$ cat config.mk
export PLATFORM = sky130hd
export DESIGN_NAME = channel_arbiter
export DESIGN_NICKNAME = d
export VERILOG_FILES = /design/src/rtl/chan_pkg.sv /design/src/rtl/rr_pick.sv /design/src/rtl/channel_arbiter.sv
export SDC_FILE = /design/constraint.sdc
export NUM_CORES = 1
export LEC_CHECK = 0
export CAP_MARGIN = 30
export CORE_ASPECT_RATIO = 1.4
export CORE_MARGIN = 2
export CORE_UTILIZATION = 42
export CTS_CLUSTER_SIZE = 40
export DETAILED_ROUTE_END_ITERATION = 6
export PLACE_DENSITY = 0.89
export SKIP_LAST_GASP = 1
export SLEW_MARGIN = 20
export SYNTH_ARGS = -nofsm -noshare
export SYNTH_HDL_FRONTEND = slang
export SYNTH_SLANG_ARGS = --single-unit
$ cat constraint.sdc
create_clock -name s_axis_aclk -period 11 [get_ports s_axis_aclk]
set_input_delay 2.2 -clock s_axis_aclk [delete_from_list [all_inputs] [get_ports s_axis_aclk]]
set_output_delay 2.2 -clock s_axis_aclk [all_outputs]
set_load 0.01 [all_outputs]
$ cat src/rtl/chan_pkg.sv
// Shared types for the channel arbiter: channel index, channel-count ceiling,
// arbitration FSM states and the round-robin pointer advance.
package chan_pkg;

    localparam int MAX_CH = 8;
    localparam int IDX_W  = 3;

    typedef logic [IDX_W-1:0] ch_idx_t;

    typedef enum logic {
        IDLE   = 1'b0,
        LOCKED = 1'b1
    } arb_state_t;

    // Pointer moves one past the released channel, wrapping at the configured count.
    function automatic ch_idx_t next_idx(input ch_idx_t idx, input int num_ch);
        if (int'(idx) + 1 >= num_ch)
            return ch_idx_t'(0);
        else
            return ch_idx_t'(idx + 1'b1);
    endfunction

endpackage

$ cat src/rtl/rr_pick.sv
// Combinational round-robin pick: first requesting index at or after ptr,
// searching upward with wrap. Returns one-hot grant, its index and a found flag.
module rr_pick
    import chan_pkg::*;
#(
    parameter int NUM_CH = 8
) (
    input  logic [NUM_CH-1:0] req,
    input  ch_idx_t           ptr,
    output logic [NUM_CH-1:0] grant,
    output ch_idx_t           idx,
    output logic              found
);

    typedef logic [IDX_W:0] pos_t;

    logic [MAX_CH-1:0] req_ext;
    logic [MAX_CH-1:0] grant_ext;

    assign req_ext = MAX_CH'(req);
    assign grant   = grant_ext[NUM_CH-1:0];

    always_comb begin
        // NOTE: every output gets a default before the search so no path leaves it unassigned (no latch).
        grant_ext = '0;
        idx       = '0;
        found     = 1'b0;
        for (int k = 0; k < NUM_CH; k++) begin
            pos_t pos;
            pos = pos_t'(ptr) + pos_t'(k);
            if (pos >= pos_t'(NUM_CH))
                pos = pos - pos_t'(NUM_CH);
            if (!found && req_ext[pos[IDX_W-1:0]]) begin
                found                       = 1'b1;
                idx                         = pos[IDX_W-1:0];
                grant_ext[pos[IDX_W-1:0]]   = 1'b1;
            end
        end
    end

endmodule

$ cat src/rtl/channel_arbiter.sv
// Round-robin merge of NUM_CH AXI-stream channels into one registered stream tagged
// with the source channel. Packet locking is built in when CHANNEL_ARBITER_PKT_LOCK_EN is defined.
module channel_arbiter
    import chan_pkg::*;
#(
    parameter int NUM_CH = 8,
    parameter int DATA_W = 24
) (
    input  logic                     s_axis_aclk,
    input  logic                     s_axis_areset,
    input  logic [NUM_CH-1:0]        ch_enable,
    input  logic [NUM_CH*DATA_W-1:0] s_axis_tdata,
    input  logic [NUM_CH-1:0]        s_axis_tvalid,
    input  logic [NUM_CH-1:0]        s_axis_tlast,
    output logic [NUM_CH-1:0]        s_axis_tready,
    output logic [DATA_W-1:0]        m_axis_tdata,
    output logic                     m_axis_tvalid,
    input  logic                     m_axis_tready,
    output logic                     m_axis_tlast,
    output logic [2:0]               m_axis_tuser
);

    logic [DATA_W-1:0] ch_data [MAX_CH];
    logic [MAX_CH-1:0] last_ext;

    logic [NUM_CH-1:0] req;
    logic [NUM_CH-1:0] pick_grant;
    ch_idx_t           pick_idx;
    logic              pick_found;

    ch_idx_t           rr_ptr;
    ch_idx_t           grant_idx;
    logic [NUM_CH-1:0] grant_vec;
    logic              grant_vld;
    logic              out_free;
    logic              accept;
    logic              beat_last;
    logic              release_grant;

    // Unused slots above NUM_CH read as zero so any 3-bit index stays in range.
    always_comb begin
        for (int i = 0; i < MAX_CH; i++)
            ch_data[i] = '0;
        for (int i = 0; i < NUM_CH; i++)
            ch_data[i] = s_axis_tdata[i*DATA_W +: DATA_W];
    end

    assign last_ext = MAX_CH'(s_axis_tlast);
    assign req      = s_axis_tvalid & ch_enable;
    assign out_free = !m_axis_tvalid || m_axis_tready;

    rr_pick #(
        .NUM_CH (NUM_CH)
    ) u_pick (
        .req   (req),
        .ptr   (rr_ptr),
        .grant (pick_grant),
        .idx   (pick_idx),
        .found (pick_found)
    );

`ifdef CHANNEL_ARBITER_PKT_LOCK_EN
    arb_state_t        state;
    arb_state_t        state_nxt;
    ch_idx_t           lock_ch;
    logic [MAX_CH-1:0] valid_ext;

    assign valid_ext = MAX_CH'(s_axis_tvalid);

    always_ff @(posedge s_axis_aclk) begin
        // NOTE: sequential state uses non-blocking assignments so all registers update from pre-edge values.
        if (s_axis_areset) begin
            state   <= IDLE;
            lock_ch <= '0;
        end else begin
            state <= state_nxt;
            if (state == IDLE && accept && !beat_last)
                lock_ch <= pick_idx;
        end
    end

    always_comb begin
        state_nxt = state;
        case (state)
            IDLE:    if (accept && !beat_last) state_nxt = LOCKED;
            LOCKED:  if (accept && beat_last)  state_nxt = IDLE;
            default: state_nxt = IDLE;
        endcase
    end

    // A locked channel ignores ch_enable and the pointer; only its own tvalid matters.
    always_comb begin
        grant_idx = pick_idx;
        grant_vec = pick_grant;
        grant_vld = pick_found;
        if (state == LOCKED) begin
            grant_idx = lock_ch;
            grant_vec = NUM_CH'(MAX_CH'(1) << lock_ch);
            grant_vld = valid_ext[lock_ch];
        end
    end

    assign release_grant = accept && beat_last;
`else
    assign grant_idx     = pick_idx;
    assign grant_vec     = pick_grant;
    assign grant_vld     = pick_found;
    assign release_grant = accept;
`endif

    assign accept        = grant_vld && out_free && !s_axis_areset;
    assign beat_last     = last_ext[grant_idx];
    assign s_axis_tready = accept ? grant_vec : '0;

    always_ff @(posedge s_axis_aclk) begin
        if (s_axis_areset)
            rr_ptr <= '0;
        else if (release_grant)
            rr_ptr <= next_idx(grant_idx, NUM_CH);
    end

    // Output register: load on accept, drain on ready, otherwise hold.
    always_ff @(posedge s_axis_aclk) begin
        if (s_axis_areset) begin
            m_axis_tvalid <= 1'b0;
            m_axis_tdata  <= '0;
            m_axis_tuser  <= '0;
            m_axis_tlast  <= 1'b0;
        end else if (accept) begin
            m_axis_tvalid <= 1'b1;
            m_axis_tdata  <= ch_data[grant_idx];
            m_axis_tuser  <= grant_idx;
            m_axis_tlast  <= beat_last;
        end else if (m_axis_tready) begin
            m_axis_tvalid <= 1'b0;
        end
    end

endmodule

==> results.md <==
- Final worst-path cycle share: 0.731
- Finish-stage setup viols: 0
- Largest net degree at the start of global routing: 69
- CP Data Required Time: 8.80 ns
- Synth async-reset ratio: 0
- Hold Crit Class: flop to flop
- Setup_tns: 0 ns
- Syn_nets: 719
- Post-Layout Inst Area: 6980 µm²
- Routed Antenna Nets: 0
- Vias in the first global route: 4947
- Critical Path Start Type: input pin
- Measured slew at the worst slew-check pin: 0.883 ns
- Top_reg_cell synth: dfxtp_1
- Number of I/O port buffers: 255
- Synth Instances: 493
- Max transition margin: 0.412
- Inserted Clock Buffers: 5
- Final min period: 8.05 ns
- Unrepaired setup endpoints after global routing: no
- Post-CTS setup buffers: 0
- Routed vias/inst: 5.78
- Core footprint: 9900 µm²
- DRC: 0
- Placed cell areas: 6760 µm²
- Outcome: completed
- Final wirelength: 17600 µm
- Grt total ovfl: 0
- Netlist cell types: 49
- Die height: 123 µm
- Clock transition at the registers of the reported paths: 0.05 ns
- Die ar.: 11000 µm²
- VDD IR-drop max: 212 µV
- Post-CTS Resized: 0
- Max-slew violations: 0
- Initial antenna violation count: 0
- Yosys warns: 0
- DRT iter0 DRCs: 246
- Non-Filler Instances: 859
- CTS Buffer Depth: 2
- First-pass GRT wire length: 25000 µm
- Lkg Pwr: 0.00271 µW
- Critical path class: input pin to primary output
- Initial Util: 0.431
- Via count: 4962
- Mapped Area: 4270 µm²
- Power Density: 354 nW/µm²
- # H-tree levels: 2
- IO Count: 256
- Layout cells sized above 1: 0.109
- Drt pass-1 iters: 7
- Clk_lat worst skew: 0.28 ns
- Crit path arrival time: 5.85 ns
- Final Hold Viols: 0
- Row Count: 43
- CTS tree: yes
- Placed cells: 847
- R2R Setup Slk: 5.14 ns
- Clock Root Buffer: clkbuf_16
- Synthesis-to-layout area growth: 63.7%
- Total track usage: 0.297
- HPWL Detailed: 14300 µm
- Max_cap viols: 0
- #FFs+latches synth: 32
- Worst Path Max Fanout: 13
- Drt wl/cell: 20.5 µm
- EDFF count, synth: 0
- Post-Syn Area per Cell: 8.65 µm²
- Register area share after synthesis: 0.150
- Layout Skew: 0.00680 ns
- Final #Nets: 948
- Power, Total: 2470 µW
- F_max: 124 MHz
- Routability congestion estimate: 0.975
- # clock sinks: 32
- Post-CTS Hold Buffers: 0
- Setup crit end kind: primary output
- DIE WIDTH: 89.2 µm
layer usage:
metal	vias up	global-route usage	wire length, µm
li1	2309	-	-
met1	2318	0.285	5780
met4	0	0.148	752
met5	-	0	0
met2	278	0.567	9470
met3	57	0.0748	1630
logic make-up after synthesis:
group / after synthesis / synth area share
adders and majority gates: 7 / 0.0205
buffers and inverters: 43 / 0.0680
AOI/OAI and AO/OA: 92 / 0.149
xor gates and xnor gates: 4 / 0.00821
muxes: 160 / 0.426
and+or+nand+nor: 155 / 0.179
DFF: 32 / 0.150
state kept, by name (all words and copies together) (netlist names):
name / count
m_axis_tdata: 24
m_axis_tlast: 1
m_axis_tuser: 3
m_axis_tvalid: 1
rr_ptr: 3
final timing paths:
check	cells past startpoint	endpoint	startpoint
hold / removal	2	m_axis_tdata[13]	m_axis_tdata[13]
hold reg to reg	2	m_axis_tdata[13]	m_axis_tdata[13]
setup / recovery	9	s_axis_tready[2]	s_axis_tvalid[6]
setup reg to reg	14	m_axis_tdata[15]	rr_ptr[0]
cells in the final DEF, fill, tap and decap left out, types with 2 or more instances in the layout:
| cell type | netlist | layout |
|---|---|---|
| a211oi_1 | 5 | 5 |
| a21boi_0 | 11 | 11 |
| a21oi_1 | 18 | 18 |
| a222oi_1 | 4 | 4 |
| a31oi_1 | 2 | 2 |
| and2_1 | 15 | 15 |
| buf_4 | 1 | 3 |
| buf_8 | 0 | 2 |
| clkbuf_16 | 0 | 5 |
| clkdlybuf4s50_1 | 0 | 255 |
| clkinv_1 | 2 | 2 |
| dfxtp_1 | 32 | 32 |
| ha_1 | 7 | 7 |
| mux2_2 | 42 | 42 |
| mux2i_1 | 105 | 105 |
| mux4_2 | 13 | 13 |
| nand2_1 | 58 | 58 |
| nand2b_1 | 12 | 12 |
| nand3_1 | 11 | 11 |
| nand3b_1 | 4 | 4 |
| nor2_1 | 27 | 27 |
| nor2b_1 | 3 | 3 |
| nor3_1 | 7 | 6 |
| nor3_2 | 2 | 3 |
| nor4_1 | 3 | 3 |
| o211ai_1 | 6 | 6 |
| o21ai_0 | 20 | 20 |
| o221ai_1 | 16 | 16 |
| o31ai_1 | 3 | 3 |
| or2_2 | 2 | 2 |
| or3_1 | 5 | 5 |
| xnor2_1 | 2 | 2 |
| xor2_1 | 2 | 2 |
critical path, stage by stage:
cell	delay, ns
clkdlybuf4s50_1	0.45
and2_1	0.21
mux4_2	0.50
mux2_2	0.30
or4_4	0.58
nor4b_1	0.54
or3_1	0.45
nor3_1	0.11
clkdlybuf4s50_1	0.50
through the flow:
step	utilization	worst slack, ns	hold WS [ns]
global placement	0.683	3.07	0.433
finish	0.705	2.95	0.460
detailed placement	0.683	2.98	0.447
global route	0.705	2.80	0.485
floorplan	-	4.05	0.467
CTS	0.699	2.97	0.460
layout make-up:
cell class,count,area [µm²]
Antenna cell,1,2.50
Clock buffer,6,129
Clock inverter,2,35.0
Fill cell,741,2920
Inverter,4,15.0
Multi-Input combinational cell,418,3360
Sequential cell,32,641
Tap cell,135,169
Timing Repair Buffer,261,2630
power by group:
part | internal [µW] | total (µW) | switching (µW)
clock network | 106 | 156 | 49.4
logic | 1050 | 2110 | 1070
registers | 169 | 202 | 33.4
synthesized netlist by cell type, drive strengths merged, types with 5 or more instances:
cell      n  share of area
mux2i   105           0.25
nand2    58          0.051
mux2     42           0.11
dfxtp    32           0.15
nor2     27          0.024
buf      26          0.053
o21ai    20          0.023
a21oi    18          0.021
o221ai   16          0.033
and2     15          0.022
clkbuf   13          0.011
mux4     13          0.069
nand2b   12          0.018
a21boi   11          0.019
nand3    11          0.013
nor3      9          0.013
ha        7          0.021
o211ai    6          0.011
a211oi    5         0.0088
or3       5         0.0073
Note: power is estimated with default switching activity, not from simulation.
